===== config.mk =====
export PLATFORM = sky130hd
export DESIGN_NAME = regfile_port_arbiter
export DESIGN_NICKNAME = d
export VERILOG_FILES = /design/src/rtl/regfile_pkg.sv /design/src/rtl/regfile_port_arbiter_rr_arbiter2.sv /design/src/rtl/regfile_port_arbiter.sv
export SDC_FILE = /design/constraint.sdc
export NUM_CORES = 1
export LEC_CHECK = 0
export BUFFER_PORTS_ARGS = -buffer_cell sky130_fd_sc_hd__buf_2
export CORE_AREA = 2 2 247 249
export DETAILED_ROUTE_END_ITERATION = 8
export DIE_AREA = 0 0 249 251
export PLACE_DENSITY = 0.39
export SYNTH_ARGS = -nofsm -noshare
export SYNTH_HDL_FRONTEND = slang
export SYNTH_HIERARCHICAL = 1
export SYNTH_SLANG_ARGS = --single-unit

===== constraint.sdc =====
create_clock -name Clk -period 2.2 [get_ports Clk]
set_input_delay 0.22 -clock Clk [delete_from_list [all_inputs] [get_ports Clk]]
set_output_delay 0.22 -clock Clk [all_outputs]
set_load 0.005 [all_outputs]

===== src/rtl/regfile_pkg.sv =====
// Shared widths, register-file constants and sequencer state encoding
// for the register-file port arbiter.
package regfile_pkg;

    localparam int unsigned DATA_WIDTH = 64;
    localparam int unsigned ADDR_WIDTH = 5;
    localparam int unsigned XZR_IDX    = 31;
    localparam int unsigned NUM_CLEAR  = 31;

    typedef enum logic {
        INIT,
        SERVE
    } state_t;

endpackage


===== src/rtl/regfile_port_arbiter_rr_arbiter2.sv =====
// Two-requester round-robin arbiter; on contention the requester that
// was not granted most recently wins.
module rr_arbiter2 (
    input  logic       Clk,
    input  logic       Reset,
    input  logic [1:0] req,
    input  logic       enable,
    output logic [1:0] grant
);

    logic lastGrant;

    always_comb begin
        grant = '0;
        if (enable) begin
            case (req)
                2'b01:   grant = 2'b01;
                2'b10:   grant = 2'b10;
                2'b11:   grant = lastGrant ? 2'b01 : 2'b10;
                default: grant = '0;
            endcase
        end
    end

    // Reset value 1 lets client 0 win the first contended cycle.
    always_ff @(posedge Clk) begin
        if (Reset) begin
            lastGrant <= 1'b1;
        end else if (grant[0]) begin
            lastGrant <= 1'b0;
        end else if (grant[1]) begin
            lastGrant <= 1'b1;
        end
    end

endmodule


===== src/rtl/regfile_port_arbiter.sv =====
// Shares one 2R/1W register file between two clients: clears X0..X30
// after reset, then grants one request per cycle with registered responses.
module regfile_port_arbiter #(
    parameter int unsigned DATA_WIDTH = regfile_pkg::DATA_WIDTH,
    parameter int unsigned ADDR_WIDTH = regfile_pkg::ADDR_WIDTH
) (
    input  logic                  Clk,
    input  logic                  Reset,
    input  logic                  req_valid0,
    input  logic                  req_valid1,
    output logic                  req_ready0,
    output logic                  req_ready1,
    input  logic [ADDR_WIDTH-1:0] req_ra0,
    input  logic [ADDR_WIDTH-1:0] req_ra1,
    input  logic [ADDR_WIDTH-1:0] req_rb0,
    input  logic [ADDR_WIDTH-1:0] req_rb1,
    input  logic [ADDR_WIDTH-1:0] req_rw0,
    input  logic [ADDR_WIDTH-1:0] req_rw1,
    input  logic                  req_we0,
    input  logic                  req_we1,
    input  logic [DATA_WIDTH-1:0] req_wdata0,
    input  logic [DATA_WIDTH-1:0] req_wdata1,
    output logic                  rsp_valid0,
    output logic                  rsp_valid1,
    output logic [DATA_WIDTH-1:0] rsp_a0,
    output logic [DATA_WIDTH-1:0] rsp_a1,
    output logic [DATA_WIDTH-1:0] rsp_b0,
    output logic [DATA_WIDTH-1:0] rsp_b1,
    output logic [ADDR_WIDTH-1:0] RA,
    output logic [ADDR_WIDTH-1:0] RB,
    output logic [ADDR_WIDTH-1:0] RW,
    output logic [DATA_WIDTH-1:0] BusW,
    output logic                  RegWr,
    input  logic [DATA_WIDTH-1:0] BusA,
    input  logic [DATA_WIDTH-1:0] BusB,
    output logic                  init_done
);

    import regfile_pkg::*;

    localparam logic [ADDR_WIDTH-1:0] XZR     = ADDR_WIDTH'(XZR_IDX);
    localparam logic [ADDR_WIDTH-1:0] LAST_CLR = ADDR_WIDTH'(NUM_CLEAR - 1);

    state_t                state;
    logic [ADDR_WIDTH-1:0] clearCnt;
    logic [1:0]            grant;
    logic                  serving;

    // Reset is synchronous, so gate grants while it is held high.
    assign serving = (state == SERVE) && !Reset;

    rr_arbiter2 uArb (
        .Clk    (Clk),
        .Reset  (Reset),
        .req    ({req_valid1, req_valid0}),
        .enable (serving),
        .grant  (grant)
    );

    assign req_ready0 = grant[0];
    assign req_ready1 = grant[1];

    always_ff @(posedge Clk) begin
        if (Reset) begin
            state     <= INIT;
            clearCnt  <= '0;
            init_done <= 1'b0;
        end else begin
            case (state)
                INIT: begin
                    if (clearCnt == LAST_CLR) begin
                        state     <= SERVE;
                        init_done <= 1'b1;
                    end else begin
                        clearCnt <= clearCnt + 1'b1;
                    end
                end
                SERVE: state <= SERVE;
                default: begin
                    state    <= INIT;
                    clearCnt <= '0;
                end
            endcase
        end
    end

    always_comb begin
        RA    = XZR;
        RB    = XZR;
        RW    = XZR;
        BusW  = '0;
        RegWr = 1'b0;
        if (state == INIT) begin
            RW    = clearCnt;
            RegWr = !Reset;
        end else if (grant[0]) begin
            RA    = req_ra0;
            RB    = req_rb0;
            RW    = req_rw0;
            BusW  = req_wdata0;
            RegWr = req_we0;
        end else if (grant[1]) begin
            RA    = req_ra1;
            RB    = req_rb1;
            RW    = req_rw1;
            BusW  = req_wdata1;
            RegWr = req_we1;
        end
    end

    always_ff @(posedge Clk) begin
        if (Reset) begin
            rsp_valid0 <= 1'b0;
            rsp_valid1 <= 1'b0;
            rsp_a0     <= '0;
            rsp_b0     <= '0;
            rsp_a1     <= '0;
            rsp_b1     <= '0;
        end else begin
            rsp_valid0 <= grant[0];
            rsp_valid1 <= grant[1];
            if (grant[0]) begin
                rsp_a0 <= BusA;
                rsp_b0 <= BusB;
            end
            if (grant[1]) begin
                rsp_a1 <= BusA;
                rsp_b1 <= BusB;
            end
        end
    end

endmodule


# Word level (Yosys, flattened, before mapping)
# Index checks and enable logic that the tools add are counted.
op_classes:
  eq_ne: 4
  addsub: 1
  bitwise: 2
  mux: 22
  reduce_logical: 5
ops:
  columns: ["cell", "n"]
  rows:
  - ["two-way mux 64 bit", 3]
  - ["two-way mux 5 bit", 9]
  - ["two-way mux 1 bit", 6]
  - ["case mux 2 bit (3 select lines)", 1]
  - ["adder 5 x 1 -> 5 bit (second input constant)", 1]
  - ["== test 5 bit (second input constant)", 1]
  - ["== test 2 bit (second input constant)", 2]
  - ["two-way mux 2 bit", 2]
  - ["AND reduction 2 bit", 2]
  - ["== test 2 x 1 -> 1 bit (second input constant)", 1]
  - ["inverter 1 bit", 2]
  - ["case mux 1 bit (2 select lines)", 1]
  - ["nonzero test 2 bit", 1]
  - ["logical AND 1 bit", 1]
  - ["logical NOT 1 bit", 1]
word_totals:
  elab_cells: 44
  out_inout_bits: 341
  ff_bits: 266
  inputBits: 292

# Logic depth before layout (Yosys ltp)
logic_depth:
  word_depth: 6
  ltp_mapped: 12
  ltp_nobuf: 7

# Modules after synthesis
# The synthesis kept the hierarchy.
by_module_without_submodules:
  columns: ["module", "instances", "cells_each", "area_each_um2", "seq_area_each_um2"]
  rows:
  - ["regfile_port_arbiter", 1, 1055, 10426.2, 5305.1]
  - ["rr_arbiter2", 1, 8, 58.8, 20.0]

# Worst setup path after synthesis
# OpenSTA, ideal clock, no wires.
synth_timing:
  path_type: "reg-to-output"
  from: "register state"
  to: "output port BusW[13]"
  path_slack_ns: 0.102
  path_stages_with_launch: 12
  t_required_ns: 1.980
  t_arrival_ns: 1.878
  path_buffers: 4
  path_cell_list: "dfxtp_1 -> inv_1 -> clkbuf_1 -> nor2_1 -> nand2_1 -> a21oi_1 -> buf_2 -> nor2b_1 -> buf_4 -> buf_4 -> a22oi_1 -> nor2_1"
synth_between:
  elab_chain_cells: 5
synth_rtl:
  columns: ["item", "line", "rtl"]
  rows:
  - ["start: declaration", "regfile_port_arbiter.sv:44", "state_t state;"]
  - ["start signal: assignment", "regfile_port_arbiter.sv:65", "state <= INIT;"]
  - ["start signal: assignment", "regfile_port_arbiter.sv:72", "state <= SERVE;"]
  - ["start signal: assignment", "regfile_port_arbiter.sv:78", "SERVE: state <= SERVE;"]
  - ["logical AND 1 bit", "regfile_port_arbiter.sv:50", "assign serving = (state == SERVE) && !Reset;"]
  - ["named net serving", "regfile_port_arbiter.sv:47", "logic serving;"]
  - ["two-way mux 2 bit", "regfile_port_arbiter_rr_arbiter2.sv:15", "if (enable) begin"]
  - ["named net req_ready1", "regfile_port_arbiter.sv:12", "output logic req_ready1,"]
  - ["two-way mux 64 bit", "regfile_port_arbiter.sv:102", "end else if (grant[1]) begin"]
  - ["two-way mux 64 bit", "regfile_port_arbiter.sv:96", "end else if (grant[0]) begin"]
  - ["two-way mux 64 bit", "regfile_port_arbiter.sv:93", "if (state == INIT) begin"]
  - ["end: declaration", "regfile_port_arbiter.sv:32", "output logic [DATA_WIDTH-1:0] BusW,"]
# The timed path passes the listed nets, and every way through them passes these cells.

# Worst setup path after layout
layout_timing:
  from: "register state"
  to: "output port BusW[13]"
layout_between:
  elab_chain_cells: 5
layout_rtl:
  columns: ["item", "line"]
  rows:
  - ["logical AND 1 bit (*)", "regfile_port_arbiter.sv:50"]
  - ["named net serving", "regfile_port_arbiter.sv:47"]
  - ["two-way mux 2 bit (*)", "regfile_port_arbiter_rr_arbiter2.sv:15"]
  - ["two-way mux 64 bit", "regfile_port_arbiter.sv:102"]
  - ["two-way mux 64 bit (*)", "regfile_port_arbiter.sv:96"]
  - ["two-way mux 64 bit (*)", "regfile_port_arbiter.sv:93"]
# Mark *: on every way through the listed nets, which the timed path passes. The rest lies on a longest branch.

==> flow_summary.yaml <==
clock_tree:
  path_clk_slew_ns: 0.06
  tritoncts: "yes"
  htreeDepth: 1
  clock-root-buffer: "clkbuf_16"
  cts_buffer_depth: 3
  cts.sinks: 266
  insertion_delay_ns: 0.57
  cts_made_buffers: 31
timing:
  setup-violations-final: 79
  holdWs_ns: 0.07132
  worstMarginPinSlew_ns: 0.8864
  slew_headroom_pct: 40.90
  fin_crit_sh_pct: 109.0
  final_hold_viol_count: 0
  fin_ws_ns: -0.1977
  rsz0062_at_grt: "yes"
  tns_ns: -9.324
  fmax_mhz: 417.1
  period_minus_slack_ns: 2.398
  fin_skew_ns: 0.009707
  drv_slew: 0
finish:
  syn2layout_area_growth_pct: 69.26
  nNetsFinal: 2122
  drive_gt1_share_pct: 43.65
  finish.utilization_pct: 29.68
worst_hold_path:
  hold_depth: 3
  hp-class: "in -> reg"
critical_path:
  cp_max_fo: 5
  crit_required_ns: 1.98
  startpoint_type: "flip-flop"
  worstSetupPathType: "reg -> out"
  end_kind: "output pin"
  cp_common_cell: "buf_12"
  r2r_slack_ns: 0.24
  timing.critical_path.buf_inv: 6
  rr_worst_depth: 9
  critPathSlowestCell: "dfxtp_2"
  cp.depth: 12
  arrival_ns: 2.18
  crit_chain: "inv_2 -> nor2_4 -> nand2_2 -> a21oi_4 -> buf_6 -> nor2b_4 -> buf_12 -> buf_12 -> buf_16 -> a22oi_2 -> nor2_1 -> buf_2"
  critPathMaxStageDelay_ns: 0.33
  path_delay_family: "buffers and inverters"
synth:
  syn-cell-area_sq_um: 10490
  yosysUniqueCellTypes: 30
  synthCells: 1063
  yosysWarnings: 6
  syn_area_per_cell_sq_um: 9.864
  synth_top_area_share_pct: 50.79
  synthesis.nets: 1357
  yosysSeqAreaShare_pct: 50.79
  ys_ff_latch: 266
  yosysTopAreaCell: "dfxtp_1"
  synth_area_leaders: "dfxtp_1 (51%), mux2i_1 (24%), nor2_1 (12%), a22oi_1 (4.6%), buf_4 (2.1%)"
outcome:
  status: "finished, violations left"
  violations: "negative setup slack"
floorplanning:
  fp-row-count: 90
  core-area_sq_um: 59790
  die_h_microns: 251
  start_util_pct: 17.54
  die_w_microns: 249
  ioPinCount: 633
  die_area_sq_um: 62500
placement:
  port-buffer-count: 632
  gp_congestion: 0.9563
  post-dp-hpwl_microns: 35790
grt:
  overflow: 0
  grt_max_degree: 156
  grt_pass1_wl_microns: 71560
  gr-usage-all-layers_pct: 14.96
  antenna_found_initial: 20
  grt_pass1_vias: 10930
routing:
  wirelength_microns: 49570
  wl_per_cell_microns: 18.73
  drc: 0
  drtPass1Iterations: 4
  drt_iter0_drc: 470
  vias: 10700
  drt-vias-per-instance: 4.040
  antenna_left: 0
power:
  p_total_mw: 10.83
  leakagePower_nw: 7.603
  vdd_drop_max_mv: 0.4542
  p_per_area_nw_per_um2: 610.2
job:
  drv_cap: 0
-- tightest hold or removal path, stage by stage --
cell and delay, ns:
buf_2 0.13, and3b_1 0.17, a211o_1 0.09
-- state kept, by name (all words and copies together) (netlist names), 5 cells and up --
signal and cells:
rsp_a0 64, clearCnt 5, rsp_a1 64, rsp_b0 64
rsp_b1 64
-- path summary, 6_finish.rpt --
kind,end,start
max reg2reg,rsp_b0[32],state
min reg2reg,init_done,init_done
min,uArb/lastGrant,req_valid1
max,BusW[13],state
-- synth_stat cells --
cell / number
a221oi_1: 1
mux2i_1: 256
a211oi_1: 2
buf_4: 30
nand2b_1: 1
ha_1: 2
a31oi_1: 2
o21ai_0: 5
buf_1: 5
nand2_1: 12
a21oi_1: 3
nand4_1: 2
mux2_1: 1
nor2b_1: 4
a22oi_1: 64
nor2_1: 327
a211o_1: 1
and3b_1: 1
o21ba_2: 1
a41oi_4: 1
inv_1: 8
clkbuf_1: 23
o221ai_1: 5
buf_2: 26
xnor2_1: 1
o22ai_1: 10
buf_6: 1
nor4b_1: 1
dfxtp_1: 266
o21bai_1: 1
-- placed cells by master, fill, tap and decap left out, types with 5 or more instances in the layout --
cell type / n
buf_2: 629
nor2_1: 326
dfxtp_1: 265
mux2i_1: 256
dlygate4sd3_1: 128
a22oi_2: 53
clkbuf_16: 33
buf_4: 29
diode_2: 14
buf_12: 12
nand2_1: 11
a22oi_1: 11
o22ai_1: 10
clkbuf_8: 9
inv_1: 7
clkinv_2: 7
buf_16: 7
o21ai_1: 5
buf_6: 5
-- cells by family after synthesis --
group / after synthesis / share of synthesized area (%)
compound gates: 96 / 6.838
buf+inv: 93 / 4.785
fa+ha+maj: 2 / 0.2386
mux: 257 / 24.55
flops: 266 / 50.79
simple gates: 348 / 12.72
xor+xnor: 1 / 0.08355
-- layout make-up --
type | instances | area, sq um
inverters | 8 | 30.03
clock buffers | 43 | 900.9
clock inverters | 13 | 150.1
flip-flops and latches | 266 | 5326
diodes | 14 | 35.03
well taps | 782 | 978.4
multi-input cells | 704 | 4996
repair buffers | 817 | 5330
fillers | 6368 | 42050
-- routing by layer --
layer / GRT usage (%) / vias up / share of wire (%)
li1: - / 5174 / -
met1: 15.11 / 4988 / 36
met2: 27.98 / 445 / 52
met3: 4.369 / 82 / 7.2
met4: 7.463 / 6 / 4.6
met5: 0 / - / 0.077
-- through the flow --
stage               instances  setup WS (ns)  instance area [sq um]
floorplan                1063         0.1025                  10490
global placement         2421        0.09570                  14550
detailed placement       2421         0.1102                  14550
CTS                      2625        -0.2306                  17530
global route             2642        -0.3599                  17730
finish                   2647        -0.1977                  17750
-- timing repair --
action | CTS | global route
setup endpoints to repair | 81 | 81
hold buffers | 128 | 0
resized for setup | 67 | 19
buffers inserted | 12 | 7
hold endpoints to repair | 256 | 0
pin swaps | 1 | 6
gates cloned | 9 | 2
-- report_power, final --
group	switching, mW	leakage (nW)	internal, mW	total (mW)
Combinational	0.315	4.94	0.366	0.682
Clock	2.13	0.523	3.19	5.32
Sequential	0.00717	2.14	4.82	4.83
Note: power is estimated with default switching activity, not from simulation.
